[src/rtl/mc_controller.sv]
// Multi-cycle MIPS control FSM: sequences FETCH/DECODE/EXE/MEM/WB, drives datapath
// enables and mux selects from state plus instruction decode, and counts retired instructions.
module mc_controller #(
  parameter int CNT_W = 32
) (
  input  logic             clk,
  input  logic             reset,
  input  logic [31:0]      instr,
  input  logic             zero,
  input  logic             mem_ready,
  output logic [2:0]       state,
  output logic             ir_write,
  output logic             pc_write,
  output logic [1:0]       pc_src,
  output logic             mem_read,
  output logic             mem_write,
  output logic [1:0]       store_type,
  output logic [2:0]       dm_ext_op,
  output logic             reg_write,
  output logic [1:0]       reg_dst,
  output logic [1:0]       mem_to_reg,
  output logic             alu_src,
  output logic [2:0]       alu_op,
  output logic [1:0]       ext_op,
  output logic             illegal,
  output logic             retire,
  output logic [CNT_W-1:0] instr_cnt
);

  typedef enum logic [2:0] {
    S_FETCH  = 3'd0,
    S_DECODE = 3'd1,
    S_EXE    = 3'd2,
    S_MEM    = 3'd3,
    S_WB     = 3'd4
  } state_t;

  localparam logic [2:0] AOP_ADD  = 3'b000;
  localparam logic [2:0] AOP_SUB  = 3'b001;
  localparam logic [2:0] AOP_OR   = 3'b010;
  localparam logic [2:0] AOP_SLT  = 3'b011;
  localparam logic [2:0] AOP_SLTU = 3'b100;
  localparam logic [2:0] AOP_SLL  = 3'b101;
  localparam logic [2:0] AOP_SRA  = 3'b110;
  localparam logic [2:0] AOP_PASS = 3'b111;

  state_t state_q, state_d;
  logic [5:0] opc, fn;
  logic d_legal, d_rtype, d_imm, d_load, d_store, d_beq, d_jr, d_jal;
  logic [2:0] d_alu_op, d_dm_ext;
  logic [1:0] d_ext_op, d_store_type;
  logic d_alu_src;
  logic ir_write_c, pc_write_c, reg_write_c, mem_write_c, illegal_c, retire_c;
  logic unused_instr_bits;

  assign opc = instr[31:26];
  assign fn  = instr[5:0];
  assign unused_instr_bits = ^instr[25:6];
  assign state = state_q;

  // Instruction decode: classification plus the ALU/extender/memory attributes it implies
  always_comb begin
    d_legal = 1'b1;  d_rtype = 1'b0; d_imm = 1'b0; d_load = 1'b0;
    d_store = 1'b0;  d_beq = 1'b0;   d_jr = 1'b0;  d_jal = 1'b0;
    d_alu_op = AOP_ADD; d_alu_src = 1'b0; d_ext_op = 2'b00;
    d_store_type = 2'b00; d_dm_ext = 3'b000;
    case (opc)
      6'h00: begin
        d_rtype = 1'b1;
        case (fn)
          6'h21: d_alu_op = AOP_ADD;
          6'h23: d_alu_op = AOP_SUB;
          6'h00: d_alu_op = AOP_SLL;
          6'h2A: d_alu_op = AOP_SLT;
          6'h03: d_alu_op = AOP_SRA;
          6'h08: begin d_rtype = 1'b0; d_jr = 1'b1; end
          default: begin d_rtype = 1'b0; d_legal = 1'b0; end
        endcase
      end
      6'h0D: begin d_imm = 1'b1; d_alu_op = AOP_OR;   d_alu_src = 1'b1; end
      6'h0F: begin d_imm = 1'b1; d_alu_op = AOP_PASS; d_alu_src = 1'b1; d_ext_op = 2'b10; end
      6'h0B: begin d_imm = 1'b1; d_alu_op = AOP_SLTU; d_alu_src = 1'b1; d_ext_op = 2'b01; end
      6'h23: begin d_load = 1'b1; d_alu_src = 1'b1; d_ext_op = 2'b01; d_dm_ext = 3'b000; end
      6'h24: begin d_load = 1'b1; d_alu_src = 1'b1; d_ext_op = 2'b01; d_dm_ext = 3'b001; end
      6'h20: begin d_load = 1'b1; d_alu_src = 1'b1; d_ext_op = 2'b01; d_dm_ext = 3'b010; end
      6'h25: begin d_load = 1'b1; d_alu_src = 1'b1; d_ext_op = 2'b01; d_dm_ext = 3'b011; end
      6'h21: begin d_load = 1'b1; d_alu_src = 1'b1; d_ext_op = 2'b01; d_dm_ext = 3'b100; end
      6'h2B: begin d_store = 1'b1; d_alu_src = 1'b1; d_ext_op = 2'b01; d_store_type = 2'b00; end
      6'h29: begin d_store = 1'b1; d_alu_src = 1'b1; d_ext_op = 2'b01; d_store_type = 2'b01; end
      6'h28: begin d_store = 1'b1; d_alu_src = 1'b1; d_ext_op = 2'b01; d_store_type = 2'b10; end
      6'h04: begin d_beq = 1'b1; d_alu_op = AOP_SUB; d_ext_op = 2'b01; end
      6'h03: d_jal = 1'b1;
      default: d_legal = 1'b0;
    endcase
  end

  always_comb begin
    state_d = S_FETCH;
    ir_write_c = 1'b0; pc_write_c = 1'b0; reg_write_c = 1'b0; mem_write_c = 1'b0;
    illegal_c = 1'b0;  retire_c = 1'b0;
    pc_src = 2'b00; mem_read = 1'b0; store_type = 2'b00; dm_ext_op = 3'b000;
    reg_dst = 2'b00; mem_to_reg = 2'b00; alu_src = 1'b0; alu_op = AOP_ADD; ext_op = 2'b00;
    case (state_q)
      S_FETCH: begin
        mem_read = 1'b1;
        if (mem_ready) begin
          ir_write_c = 1'b1;
          pc_write_c = 1'b1;
          state_d    = S_DECODE;
        end else begin
          state_d = S_FETCH;
        end
      end
      S_DECODE: begin
        if (d_jal) begin
          state_d = S_WB;
        end else if (!d_legal) begin
          illegal_c = 1'b1;
          retire_c  = 1'b1;
        end else begin
          state_d = S_EXE;
        end
      end
      S_EXE: begin
        alu_src = d_alu_src; alu_op = d_alu_op; ext_op = d_ext_op;
        if (d_beq) begin
          pc_write_c = zero; pc_src = 2'b01; retire_c = 1'b1;
        end else if (d_jr) begin
          pc_write_c = 1'b1; pc_src = 2'b11; retire_c = 1'b1;
        end else if (d_load || d_store) begin
          state_d = S_MEM;
        end else begin
          state_d = S_WB;
        end
      end
      // Request stays asserted and the ALU address stays stable until memory responds
      S_MEM: begin
        alu_src = d_alu_src; alu_op = d_alu_op; ext_op = d_ext_op;
        if (d_load)  begin mem_read = 1'b1;    dm_ext_op = d_dm_ext; end
        if (d_store) begin mem_write_c = 1'b1; store_type = d_store_type; end
        if (!mem_ready) begin
          state_d = S_MEM;
        end else if (d_store) begin
          retire_c = 1'b1;
        end else begin
          state_d = S_WB;
        end
      end
      S_WB: begin
        reg_write_c = 1'b1;
        retire_c    = 1'b1;
        if (d_rtype) reg_dst = 2'b01;
        if (d_load)  mem_to_reg = 2'b01;
        if (d_jal) begin
          reg_dst = 2'b10; mem_to_reg = 2'b10; pc_write_c = 1'b1; pc_src = 2'b10;
        end
      end
      default: state_d = S_FETCH;
    endcase
  end

  // Reset suppresses every side effect so an abandoned instruction leaves no partial write
  assign ir_write  = ir_write_c  & ~reset;
  assign pc_write  = pc_write_c  & ~reset;
  assign reg_write = reg_write_c & ~reset;
  assign mem_write = mem_write_c & ~reset;
  assign illegal   = illegal_c   & ~reset;
  assign retire    = retire_c    & ~reset;

  always_ff @(posedge clk) begin
    if (reset) begin
      state_q   <= S_FETCH;
      instr_cnt <= '0;
    end else begin
      state_q <= state_d;
      if (retire_c) instr_cnt <= instr_cnt + CNT_W'(1);
    end
  end

endmodule

[config.mk]
export PLATFORM = sky130hd
export DESIGN_NAME = mc_controller
export DESIGN_NICKNAME = d
export VERILOG_FILES = /design/src/rtl/mc_controller.sv
export SDC_FILE = /design/constraint.sdc
export NUM_CORES = 1
export LEC_CHECK = 0
export ABC_AREA = 1
export CAP_MARGIN = 20
export CORE_ASPECT_RATIO = 1.75
export CORE_MARGIN = 2
export CORE_UTILIZATION = 43
export DETAILED_ROUTE_END_ITERATION = 16
export GPL_TIMING_DRIVEN = 0
export PLACE_DENSITY = 0.78
export SYNTH_ARGS = -nofsm -noshare
export SYNTH_HDL_FRONTEND = slang
export SYNTH_SLANG_ARGS = --single-unit
[constraint.sdc]
create_clock -name clk -period 1.9 [get_ports clk]
set_input_delay 0.475 -clock clk [delete_from_list [all_inputs] [get_ports clk]]
set_output_delay 0.475 -clock clk [all_outputs]
set_load 0.05 [all_outputs]
==> results.toml <==
[clock_tree]
holdBufCountCts = 0
clk_pin_slew_ns = 0.05
htree_levels = 2
cts_root_buf = "clkbuf_16"
clk_latency_ns = 0.29
cts_tree = "done"
numCtsBuffers = 5
cts.sinks = 35
max-clock-path-buffers = 2

[synth]
async_reset_ff_share_pct = 0
syn-cell-area_um2 = 2970
netlist-cell-type-count = 33
synth_area_leader_cell = "dfxtp_1"
synth_area_leaders = "dfxtp_1, nand2_1, a21oi_2, nand3_1, nor2_1"
synth_area_per_cell_um2 = 6.54
syn_nets = 491
yosysTopAreaCellShare_pct = 23.6
synth_edf_count = 0
yosysWarnings = 0
synth-seq-cells = 35
yosysSeqAreaShare_pct = 23.6
synthFlopType = "dfxtp_1"
synthCells = 454

[drt]
wirelength_mm = 13.0
drtIter0Drc = 279
wl_per_cell_um = 19.3
route.detailed.drc = 0
vias = 3793
first_pass_iters = 5
ant_nets = 0
viasPerCell = 5.64

[critical_path]
critPathKind = "primary input to output port"
cp-end-kind = "output port"
cp_data_arrival_time_ns = 1.88
cp-start-kind = "primary input"
path_max_fanout = 4
worstPathRequired_ns = 1.42

[placement]
dp.cells = 611
portBuffers = 73
dp.final_hpwl_mm = 7.88
dpl-instance-area_um2 = 4190
place_congestion = 0.965

[floorplan]
io_pins = 95
core_um2 = 6760
chipHeight_um = 114
die-area_um2 = 7610
start_util_pct = 44.0
rows = 40
die_x_um = 66.8

[sta]
hold_ws_ns = 0.533
min_period_over_period_pct = 124
finalSetupViolCount = 49
grt_setup_unrepaired = "true"
maxSlewViolCount = 0
worst_slew_pin_slew_ns = 0.767
hold_viol_final = 0
slew_headroom_pct = 48.8
min_period_ns = 2.35
finalWorstSetupSlack_ns = -0.454
max_clock_freq_mhz = 425
finClkSkew_ns = 0.00507

[layout]
instances_no_fill = 673
area_growth_pct = 77.4
drive_gt1_share_pct = 49.9
diodes = 0
design_area_um2 = 5270
final_cell_mix = "nand2_1, buf_4, nand3_1, dlygate4sd2_1"
layout_commonest_cell = "nand2_1"
fin_nets = 625

[global_routing]
antenna_found_initial = 0
grt.total_usage_pct = 31.9
gr-total-overflow = 0
first_global_vias = 3773
use_met1_pct = 30.6
grt_pass1_wl_mm = 18.4
met3_usage_pct = 4.44
grt_max_degree = 13
grt.busiest_layer = "met2"
use_met2_pct = 61.7

[power_and_ir_drop]
vdd_drop_max_mv = 0.657
leakagePower_nw = 2.51
p_per_area_nw_per_um2 = 421

[flow_run]
cap_violations = 0

[run_status]
outcome = "finished with violations"
violations = "negative setup slack"

[min_path]
hold_class = "register to register"
[per-layer routing]
metal | vias up | wire length [µm]
met1 | 1768 | 4190
met5 | - | 0
li1 | 1736 | -
met3 | 75 | 695
met2 | 214 | 7260
met4 | 0 | 820
[synthesized netlist by cell type (3+ instances only)]
master	instances
inv_1	46
nand3_1	50
nor2_4	5
xor2_1	20
nand4_1	7
dfxtp_1	35
clkbuf_1	4
buf_4	4
a21oi_1	6
o21ai_0	9
buf_1	3
nor2_1	65
nor3_1	19
nand2_1	88
xnor2_1	7
nand2_2	30
a31oi_1	4
nor2_2	3
buf_12	3
a21oi_2	30
[report_power, final]
part,internal (mW),switching (mW)
logic,0.201,0.320
registers,0.738,0.00846
clock network,0.618,0.332
total,1.56,0.660
[cells by family (layout without fill, tap and decap cells)]
logic type / after synthesis / in the layout / synth area share [%]
buffers and inverters: 61 / 196 / 9.86
AO/OA/AOI/OAI: 52 / 52 / 13.3
adder cells (fa/ha/maj): 1 / 1 / 0.421
AND/OR/NAND/NOR: 278 / 278 / 44.9
XOR/XNOR: 27 / 27 / 7.96
flip-flops: 35 / 35 / 23.6
[through the flow]
stage	util, %	setup TNS [ns]	power, mW	setup slack, ns
after global placement	62.0	-56.93	1.12	-1.80
final	78.0	-6.68	2.22	-0.454
after detailed placement	62.0	-58.34	1.13	-1.82
after global routing	78.0	-9.89	2.27	-0.502
after CTS	71.7	-2.81	2.15	-0.340
after floorplan	-	-5.49	1.01	-0.532
[sequential cells by signal, summed over array words and instances (netlist names)]
signal     flops
state          3
instr_cnt     32
[final cells by class]
type | count | area (µm²)
timing repair buffer | 127 | 1240
multi-input combinational | 358 | 2700
inverter | 47 | 195
tap | 84 | 105
sequential | 35 | 716
clock buffer | 5 | 125
clock inverter | 3 | 43.8
fill | 467 | 1490
buffer | 14 | 140
[critical path, stage by stage]
cell,delay (ns)
buf_8,0.10
clkinvlp_4,0.14
nor2_4,0.19
nand3_4,0.13
buf_12,0.15
a21boi_4,0.22
o21ai_2,0.11
a31oi_4,0.17
buf_6,0.18
[final timing paths]
kind | start | end | slack (ns) | cells after the start
max | instr[28] | pc_write | -0.45 | 9
min | instr_cnt[7] | instr_cnt[7] | 0.53 | 2
max reg2reg | instr_cnt[0] | instr_cnt[24] | 0.02 | 8
min reg2reg | instr_cnt[7] | instr_cnt[7] | 0.53 | 2
[repair_timing]
item | CTS | global route
gates resized for setup | 334 | 71
setup endpoints to repair | 94 | 53
buffers inserted | 33 | 20
cloned | 0 | 2
pin swaps | 40 | 38
No activity file was read; power rests on OpenSTA's default activity.
